File: src/rtl/pattern_seq_ctrl.sv
// Triangle number-pattern sequencer: walks rows i=1..rows and columns j=1..i,
// streaming one value per beat with end-of-row and last-beat markers.
module pattern_seq_ctrl #(
  parameter int ROWS_W = 4,
  parameter int VAL_W  = 8
) (
  input  logic              clk,
  input  logic              rst,
  input  logic              start,
  input  logic [1:0]        mode,
  input  logic [ROWS_W-1:0] rows,
  output logic              busy,
  output logic              out_valid,
  input  logic              out_ready,
  output logic [VAL_W-1:0]  out_data,
  output logic              out_eol,
  output logic              out_last,
  output logic              done,
  output logic [1:0]        fsm_state
);

  typedef enum logic [1:0] {
    IDLE = 2'd0,
    RUN  = 2'd1,
    DONE = 2'd2
  } state_t;

  localparam logic [ROWS_W-1:0] ROW_ONE = ROWS_W'(1);
  localparam logic [VAL_W-1:0]  VAL_ONE = VAL_W'(1);
  localparam logic              DIR_UP  = 1'b0;
  localparam logic              DIR_DN  = 1'b1;

  state_t            state;
  logic [1:0]        mode_q;
  logic [ROWS_W-1:0] rows_q;
  logic [ROWS_W-1:0] i;
  logic [ROWS_W-1:0] j;
  logic [ROWS_W-1:0] b;
  logic [VAL_W-1:0]  c;
  logic              dir;

  logic [ROWS_W-1:0] i_nxt;
  logic [ROWS_W-1:0] j_nxt;
  logic [ROWS_W-1:0] b_nxt;
  logic [VAL_W-1:0]  c_nxt;
  logic              dir_nxt;
  logic [VAL_W-1:0]  data_nxt;
  logic              eol_nxt;
  logic              last_nxt;
  logic              accept;

  // Zero-extend or truncate a row-domain value into the output value width.
  function automatic logic [VAL_W-1:0] to_val(input logic [ROWS_W-1:0] x);
    logic [ROWS_W+VAL_W-1:0] w;
    w = {{VAL_W{1'b0}}, x};
    return w[VAL_W-1:0];
  endfunction

  // Handshake: a beat transfers on any rising edge where out_valid && out_ready;
  // while out_valid is high and out_ready is low, out_data/out_eol/out_last hold.
  assign accept    = out_valid && out_ready;
  assign fsm_state = state;

  // Counter values for the beat that follows the one currently presented.
  always_comb begin
    i_nxt   = i;
    j_nxt   = j;
    c_nxt   = c + VAL_ONE;
    b_nxt   = b;
    dir_nxt = dir;
    if (j < i) begin
      j_nxt = j + ROW_ONE;
    end else begin
      i_nxt = i + ROW_ONE;
      j_nxt = ROW_ONE;
    end
    if (rows_q == ROW_ONE) begin
      b_nxt   = ROW_ONE;
      dir_nxt = DIR_UP;
    end else if (dir == DIR_UP) begin
      b_nxt   = b + ROW_ONE;
      dir_nxt = (b_nxt == rows_q) ? DIR_DN : DIR_UP;
    end else begin
      b_nxt   = b - ROW_ONE;
      dir_nxt = (b_nxt == ROW_ONE) ? DIR_UP : DIR_DN;
    end
  end

  always_comb begin
    data_nxt = '0;
    case (mode_q)
      2'd0:    data_nxt = to_val(j_nxt);
      2'd1:    data_nxt = c_nxt;
      2'd2:    data_nxt = to_val(i_nxt - j_nxt + ROW_ONE);
      default: data_nxt = to_val(b_nxt);
    endcase
    eol_nxt  = (j_nxt == i_nxt);
    last_nxt = eol_nxt && (i_nxt == rows_q);
  end

  always_ff @(posedge clk) begin
    if (!rst) begin
      state     <= IDLE;
      mode_q    <= '0;
      rows_q    <= '0;
      i         <= '0;
      j         <= '0;
      b         <= '0;
      c         <= '0;
      dir       <= DIR_UP;
      busy      <= 1'b0;
      out_valid <= 1'b0;
      out_data  <= '0;
      out_eol   <= 1'b0;
      out_last  <= 1'b0;
      done      <= 1'b0;
    end else begin
      done <= 1'b0;
      case (state)
        IDLE: begin
          if (start) begin
            if (rows != '0) begin
              mode_q    <= mode;
              rows_q    <= rows;
              i         <= ROW_ONE;
              j         <= ROW_ONE;
              b         <= ROW_ONE;
              c         <= VAL_ONE;
              dir       <= DIR_UP;
              busy      <= 1'b1;
              out_valid <= 1'b1;
              // Every mode starts its first beat at 1, and row 1 is one beat long.
              out_data  <= VAL_ONE;
              out_eol   <= 1'b1;
              out_last  <= (rows == ROW_ONE);
              state     <= RUN;
            end else begin
              done  <= 1'b1;
              state <= DONE;
            end
          end
        end
        RUN: begin
          if (accept) begin
            if (out_last) begin
              busy      <= 1'b0;
              out_valid <= 1'b0;
              out_data  <= '0;
              out_eol   <= 1'b0;
              out_last  <= 1'b0;
              done      <= 1'b1;
              state     <= DONE;
            end else begin
              i        <= i_nxt;
              j        <= j_nxt;
              b        <= b_nxt;
              c        <= c_nxt;
              dir      <= dir_nxt;
              out_data <= data_nxt;
              out_eol  <= eol_nxt;
              out_last <= last_nxt;
            end
          end
        end
        DONE: begin
          state <= IDLE;
        end
        default: begin
          state <= IDLE;
        end
      endcase
    end
  end

endmodule

File: config.mk
export PLATFORM = sky130hd
export DESIGN_NAME = pattern_seq_ctrl
export DESIGN_NICKNAME = d
export VERILOG_FILES = /design/src/rtl/pattern_seq_ctrl.sv
export SDC_FILE = /design/constraint.sdc
export NUM_CORES = 1
export LEC_CHECK = 0
export ABC_CLOCK_PERIOD_IN_PS = 6100
export BUFFER_PORTS_ARGS = -buffer_cell sky130_fd_sc_hd__buf_2
export CORE_ASPECT_RATIO = 0.75
export CORE_MARGIN = 1.5
export CORE_UTILIZATION = 64
export DETAILED_ROUTE_END_ITERATION = 8
export GPL_ROUTABILITY_DRIVEN = 0
export GPL_TIMING_DRIVEN = 0
export PLACE_DENSITY = 0.89
export SLEW_MARGIN = 20
export SYNTH_ARGS = -nofsm -noshare
export SYNTH_HDL_FRONTEND = slang
export SYNTH_SLANG_ARGS = --single-unit
File: constraint.sdc
create_clock -name clk -period 6.1 [get_ports clk]
set_input_delay 0 -clock clk [delete_from_list [all_inputs] [get_ports clk]]
set_output_delay 0 -clock clk [all_outputs]
set_load 0.01 [all_outputs]
==> results of run 1 <==
## metrics by stage
stage	instance area (um2)	instances	setup slack [ns]
6_report	2950	417	2.30
5_1_grt	2950	417	2.14
4_1_cts	2950	417	2.36
3_5_place_dp	2800	405	2.46
3_3_place_gp	2800	405	2.57
2_1_floorplan	2610	329	2.86
## critical path, delay by kind of cell, from the launching register on
family | cells | cell delay (ns)
flip-flops | 1 | 0.49
XOR/XNOR | 2 | 0.68
buffers and inverters | 3 | 0.42
adder cells (fa/ha/maj) | 4 | 1.27
AND/OR/NAND/NOR | 3 | 0.45
AO/OA/AOI/OAI | 3 | 0.39
## cell type report
cell class / instances / area share (%)
Buffer: 21 / 3.73
Clock buffer: 5 / 2.33
Clock inverter: 2 / 1.19
Inverter: 12 / 1.53
Multi-Input combinational cell: 255 / 55.4
Sequential cell: 41 / 27.8
Tap cell: 52 / 2.21
Timing Repair Buffer: 29 / 5.77
## worst max path at each step
stage               from          end  slack, ns
floorplan           i[3]  out_data[3]       2.86
global placement    i[3]  out_data[3]       2.57
detailed placement  i[3]  out_data[3]       2.46
CTS                 i[3]  out_data[3]       2.36
global route        i[3]  out_data[3]       2.14
finish              i[3]  out_data[3]       2.30
## where the power goes
part	internal [mW]	switching, mW
logic	0.0510	0.0820
registers	0.277	0.00805
clock network	0.119	0.0946
total	0.447	0.185
## layout by cell type (no fill, tap or decap), drive strengths merged, types with 3 or more instances in the layout
cell / n
nor2: 44
a22oi: 5
clkbuf: 20
xor2: 11
a21o: 3
nor3b: 4
inv: 11
nand3: 18
dfxtp: 41
nor3: 9
or2: 3
a311oi: 3
nand2: 28
nand4: 3
dlygate4sd3: 5
a31o: 3
a21oi: 33
and2: 3
xnor2: 13
o22ai: 3
and3: 4
nand2b: 4
buf: 30
ha: 13
o21ai: 11
mux2i: 8
nor4: 3
## logic make-up after synthesis
| group | after synthesis | share of synthesized area [%] |
|---|---|---|
| adder cells (fa/ha/maj) | 14 | 7.00 |
| multiplexers | 8 | 3.07 |
| XOR/XNOR | 25 | 9.06 |
| buffers and inverters | 33 | 5.94 |
| flip-flops | 41 | 31.4 |
| AND/OR/NAND/NOR | 131 | 24.8 |
| AO/OA/AOI/OAI | 77 | 18.6 |
## repair_timing
action	in CTS	in global routing
hold buffers	5	0
resized for setup	0	0
endpoints found under the hold margin	5	0
## metal layers
metal	GRT usage, %	vias to the layer above	share of wire, %
li1	-	1236	-
met1	46.3	1217	45
met2	51.6	161	44
met3	5.12	13	9.8
met4	10.1	0	1.3
met5	0	-	0
## sequential cells by signal (all words and copies together) (netlist names), 2 cells and up
signal and cells:
mode_q 2, i 4, c 8, fsm_state 2, j 4, out_data 8
rows_q 4, b 4
==> impl.org, run 1 <==
** Status
- The flow ran to the end, and the final reports show no timing, DRC or antenna violations.

** Floorplanning
- Once the floorplan was initialized, standard cells occupied 69.0% of the core.
- Num rows :: 19
- The floorplan step defined a core boundary enclosing 3780 um2.
- The floorplan step defined a die boundary enclosing 4470 um2.
- From left edge to right edge, the die measures 76.7 um.
- Pin placement for this block handled 25 I/O pins.
- Die outline height :: 58.3 um

** Pwr
- Standby leakage power :: 1.23 nW
- Total power for the finished layout comes to between 600 and 700 uW.
- Largest vdd supply drop :: 0.157 mV
- Power density normalized to cell area :: approximately 210 nW/um2

** Clock network
- Clock latency at the later pin of the worst-skew pair :: 0.30 ns
- Post-CTS Setup Bufs :: 0
- Number of buffers on the longest clock path :: 2
- Number of buffers created by CTS :: 5
- CTS saw 41 sinks.
- CTS tree :: done
- Clock tree synthesis selected as its root buffer the cell clkbuf_8.
- The H-tree generated during clock tree synthesis spans 2 levels.
- Clk pin slew, worst setup/hold paths :: 0.08 ns

** Critical path
- Largest stage delay, worst path :: around 0.5 ns
- Worst EP arrival :: 3.99 ns
- Top fanout value on the critical path :: 10
- Reg2Reg Depth :: 15
- At the worst endpoint, the required time is 6.30 ns.
- Reg-to-reg slack, setup :: 2.30 ns
- STA classifies the critical path startpoint as a register.
- Traced cell by cell, the critical path runs through inv_1, ha_1, a21oi_1, and2_1, nand2_1, clkbuf_1, nor2_1, a21oi_1, ha_1, inv_1, ha_1, fa_1, xnor2_1, xnor3_4, a2bb2oi_1.
- Kind of critical path :: register to register
- The worst register-to-register path begins at i[3].
- The worst setup path is captured at a register.
- The largest individual stage delay along the critical path comes from the cell dfxtp_1.
- In this run the critical register-to-register path is captured at out_data[3].
- The cell that appears most often on the critical path is ha_1.

** STA
- Smallest hold slack :: approximately 0.0025 ns
- Minimum clock period after layout :: 3.80 ns
- Worst relative slew slack :: 40.2%
- For this run, the top clock speed supported by timing is 263 MHz.
- Count of pins over their slew limit :: 0
- Hold violation count in the final report :: 0
- The final critical path takes up 62.2% of the cycle.
- Slew at the pin closest to its max-slew limit :: 0.890 ns
- Setup Skew :: 0.00836 ns
- Total negative setup slack :: 0 ns
- Setup repair after global routing left no endpoint under its margin.
- Final setup violating endpoints :: 0

** Synthesis
- Net count after synthesis :: 353
- Total of flip-flops plus latches after synthesis :: 41
- Dividing the synthesized area by the synthesized cell count gives 7.93 um2.
- Yosys warns :: 0
- The largest total area in the synthesized netlist belongs to dfxtp_1.
- Proportion of register bits with asynchronous set or reset after synthesis :: 0%
- The most common cell in the synthesized netlist is nor2_1.
- The synthesized netlist occupies a cell area of 2610 um2.
- Dominant register cell in the synthesized netlist :: dfxtp_1
- In the synthesized netlist, the cells that appear most often are 43 x nor2_1, 41 x dfxtp_1, 32 x a21oi_1.
- Share of the yosys chip area belonging to registers :: 31.4%
- Leading cell types by total area after synthesis :: dfxtp_1 31%, ha_1 6.2%, nor2_1 6.2%, a21oi_1 6.1%, xnor2_1 4.4%
- Area share of the largest cell type after synthesis :: 31.4%
- The cell count after synthesis came out at approximately 330.
- The number of different library cells used by synthesis comes to 54.
- Number of enable flip-flop cells after synthesis :: 0

** Detailed routing
- In this run, the number of DRC markers left after iteration 0 of detailed routing was 319.
- Detailed Routing Iterations Pass 1 :: 7
- Across all layers, the routed design uses 2627 vias.
- The detail route stage leaves a number of antenna-violating nets equal to 0.
- Routed WL per cell :: approximately 17 um
- After detailed routing, the number of vias per cell comes to 6.30.
- DRC Markers :: 0
- Overall routed net length :: about 7100 um

** Layout
- Area of the multi-input gates :: 1630 um2
- Storage cell area :: 821 um2
- In the final layout, the share of cells above drive strength 1 is 13.7%.
- # nets final :: 389
- Number of diodes added for antenna fixing :: 0
- Post-route core utilization :: 78.0%
- From synthesis to final layout, the design area changed by 13.0%.
- Filler cell count in the final layout :: roughly 270

** Flow run
- Max Cap Viol :: 0

** Global routing
- Antenna violations before repair :: 0
- Number of global-route vias before repair :: roughly 2300
- Largest net degree at the start of global routing :: 13
- Wire length of the first global-routing pass :: 11400 um
- Global routing usage summed across all routing layers :: 32.6%
- GRT overflow :: 0

** Placed design
- Number of buffers added on ports :: 24
- After legalization and detailed placement, the total HPWL measured 4990 um.

** Min path
- Worst hold start :: rst
- The worst hold path belongs to the class input pin to register.
- Hold EP :: out_eol
- Number of cells on the worst hold path :: 3
Power figures use the tool's default switching activity.
==> run 2, diff against run 1 <==
--- a/config.mk
+++ b/config.mk
@@ -5,15 +5,15 @@
 export SDC_FILE = /design/constraint.sdc
 export NUM_CORES = 1
 export LEC_CHECK = 0
-export ABC_CLOCK_PERIOD_IN_PS = 6100
+export ABC_CLOCK_PERIOD_IN_PS = 3450
 export BUFFER_PORTS_ARGS = -buffer_cell sky130_fd_sc_hd__buf_2
 export CORE_ASPECT_RATIO = 0.75
 export CORE_MARGIN = 1.5
-export CORE_UTILIZATION = 64
+export CORE_UTILIZATION = 53
 export DETAILED_ROUTE_END_ITERATION = 8
 export GPL_ROUTABILITY_DRIVEN = 0
 export GPL_TIMING_DRIVEN = 0
-export PLACE_DENSITY = 0.89
+export PLACE_DENSITY = 0.79
 export SLEW_MARGIN = 20
 export SYNTH_ARGS = -nofsm -noshare
 export SYNTH_HDL_FRONTEND = slang
==> constraint.sdc (replaced) <==
create_clock -name clk -period 3.45 [get_ports clk]
set_input_delay 0 -clock clk [delete_from_list [all_inputs] [get_ports clk]]
set_output_delay 0 -clock clk [all_outputs]
set_load 0.01 [all_outputs]
==> impl.org, run 2 (same netlist as run 1, synthesis figures left out) <==
** Status
- Result of the run :: finished, final reports clean

** STA
- Final setup violating endpoints :: 0
- Worst relative slew slack :: roughly 45%
- The final max-slew violation count was 0.
- Final hold analysis gives a worst-case slack of 0.0347 ns.
- The total count of hold-check failures in the final report came to 0.
- Final worst path period share :: 96.2%
- Achievable frequency :: approximately 300 MHz
- Setup repair after global routing left no endpoint under its margin.
- The clock arrives with 0.00798 ns of skew.
- Minimum clock period after layout :: 3.32 ns
- At the pin with the least slew margin, the transition time is ~0.82 ns.
- The worst path meets setup with 0.132 ns of slack.
- Total negative setup slack :: 0 ns

** Pwr
- Across the VDD grid, the largest voltage drop is 0.204 mV.
- Per report_power, the clock group accounts for 30.7% of the total.
- Standby leakage power :: between 1 and 1.5 nW
- Net switching component of the power :: 344 uW
- Power density normalized to cell area :: 357 nW/um2
- Part of the total power dissipated in sequential elements :: 47.3%
- Of the total power, the share spent switching nets is 32.3%.
- Internal Dissipation :: between 700 and 800 uW
- Power share of the combinational group :: 22.0%

** Floorplanning
- Standard cell core area :: 4600 um2
- In this run the core area contains 21 standard-cell rows.
- From left edge to right edge, the die measures 84.0 um.
- 25 I/O pins were placed.
- The initial utilization of the core area, before any placement, comes to 56.8%.
- Die outline area :: ~5400 um2
- Die outline height :: 63.8 um

** Global routing
- Number of global-route vias before repair :: 2273
- Met2 GRT Util :: between 40% and 50%
- GRT met3 Usage :: 6.20%
- Antenna violations before repair :: 0
- Largest net degree at the start of global routing :: 14
- In the global route stage, met1 resource usage came out at between 40% and 50%.
- In this run the most used layer during global routing was met2.
- Wire length of the first global-routing pass :: around 11000 um
- Across every metal layer, demand over resource in global routing totals around 27%.
- Global routing finished with a remaining overflow of 0.

** Critical path
- Along the worst path, the maximum fanout reaches 12.
- WP data required :: 3.66 ns
- The setup check on the worst reg-to-reg path leaves a slack of approximately 0.13 ns.
- Kind of critical path :: register to register
- The worst setup path is launched from a register.
- STA puts the critical path data arrival time at about 3.5 ns.
- Tracing the worst setup path back leads to its startpoint at i[3].
- Setup crit end kind :: register
- Endpoint of the worst register-to-register path :: out_data[3]
- Launching point of the worst reg2reg path :: i[3]
- Reg2Reg Depth :: 14
- In this run the worst setup path terminates at out_data[3].

** Placed design
- In this run the cell area measured after placement is 2800 um2.
- Placed cell count :: 410
- Number of buffers added on ports :: 24
- Worst Setup Slack post-DPL :: -0.240 ns
- The HPWL after detailed placement is about 5100 um.

** Flow run
- Across the run, the number of max-cap violations was 0.

** Detailed routing
- For this run, design rule violations remaining after detail routing come to 0.
- In the final routed layout, each cell accounts on average for 16.8 um.
- Overall routed net length :: just over 7000 um
- For this run, the detailed router's first-pass iteration total came to 4.
- The detailed router finished its first iteration with 210 violations.
- Detailed routing inserted a total of 2532 vias.
- Count of antenna-violating nets left after detailed routing :: 0
- DR vias/cell :: 5.97

** Clock network
- After clock tree synthesis, the clock-pin slew on the worst setup and hold paths is 0.09 ns.
- Clock latency at the later pin of the worst-skew pair :: 0.31 ns
- TritonCTS built the clock tree.
- Maximum level of the CTS H-tree :: 2
- TritonCTS created 5 clock buffers.
- The clock passes through at most 2 buffers.
- Cell at the root of the clock tree :: clkbuf_8
- The clock drives 41 sinks.

** Min path
- Worst min-delay path category :: input pin to register

** Layout
- Ratio of cells with drive above 1 in the final layout :: approximately 16%
- The area growth from synthesis to layout is 14.3%.
- Number of non-filler instances in the completed layout :: 424
- After routing the design area is between 2000 and 3000 um2.
- Number of diodes added for antenna fixing :: 0
- For this run, the post-layout net count is 390.
- Leaving out fill and tap cells, the most frequent cell in the layout is nor2_1.
- Largest registers :: c: 8 flops, out_data: 8 flops
- In the layout the commonest cells are 43 x nor2_1, 39 x dfxtp_1, 31 x a21oi_1.
run 2: cell types whose count changed in the layout (fill, tap and decap cells not counted), sizes merged:
cell | before | now
clkinvlp | 0 | 1
dlygate4sd3 | 5 | 7
bufinv | 1 | 0
clkbuf | 20 | 19
clkinv | 2 | 3
run 2: worst min-delay path by stage:
stage          startpoint      endpoint  slack (ns)  depth (start not counted)
4_1_cts         out_ready  fsm_state[0]        0.03                          3
3_3_place_gp      mode[1]     mode_q[1]        0.23                          3
3_5_place_dp      mode[1]     mode_q[1]        0.25                          3
6_report        out_ready  fsm_state[0]        0.03                          3
5_1_grt         out_ready  fsm_state[0]        0.07                          3
2_1_floorplan         rst       out_eol        0.14                          2
run 2: power by group through the flow:
| stage | combinational [mW] | sequential (mW) | clock [mW] |
|---|---|---|---|
| 6_report | 0.234 | 0.503 | 0.327 |
| 2_1_floorplan | 0.157 | 0.513 | 0 |
| 4_1_cts | 0.228 | 0.503 | 0.328 |
| 5_1_grt | 0.254 | 0.505 | 0.346 |
| 3_5_place_dp | 0.220 | 0.514 | 0 |
| 3_3_place_gp | 0.216 | 0.513 | 0 |
run 2: worst max-delay path: stages, from the launching register on:
cell       delay, ns
dfxtp_4         0.39
inv_1           0.08
ha_1            0.36
a21oi_2         0.20
and2_4          0.19
nand2_4         0.10
nor2_1          0.11
a21oi_1         0.05
ha_1            0.31
inv_1           0.05
ha_1            0.20
fa_1            0.42
xnor2_2         0.20
xnor3_4         0.40
a2bb2oi_1       0.15
run 2: what timing repair did:
item / CTS / global route
setup endpoints to repair: 2 / 2
setup buffers: 0 / 0
gates resized for setup: 4 / 5
pin swaps: 0 / 0
endpoints found under the hold margin: 7 / 0
hold buffers: 7 / 0
run 2: layout make-up:
cell class,instances,area [um2]
multi-input cells,255,1660
fillers,418,1620
flip-flops and latches,41,826
repair buffers,31,190
plain buffers,20,106
well taps,57,71.3
clock buffers,5,68.8
inverters,12,45.0
clock inverters,3,17.5
run 2: per-stage QoR:
stage	power [mW]	util [%]
after detailed placement	0.735	60.9
after floorplan	0.671	-
final	1.06	64.9
after CTS	1.06	64.5
after global placement	0.729	60.9
after global routing	1.11	64.9
run 2: routing by layer:
metal	part of all wire [%]	routed length (um)	up-vias
li1	-	-	1234
met1	46	3250	1181
met2	45	3190	110
met3	8.7	623	7
met4	0.80	57	0
met5	0	0	-
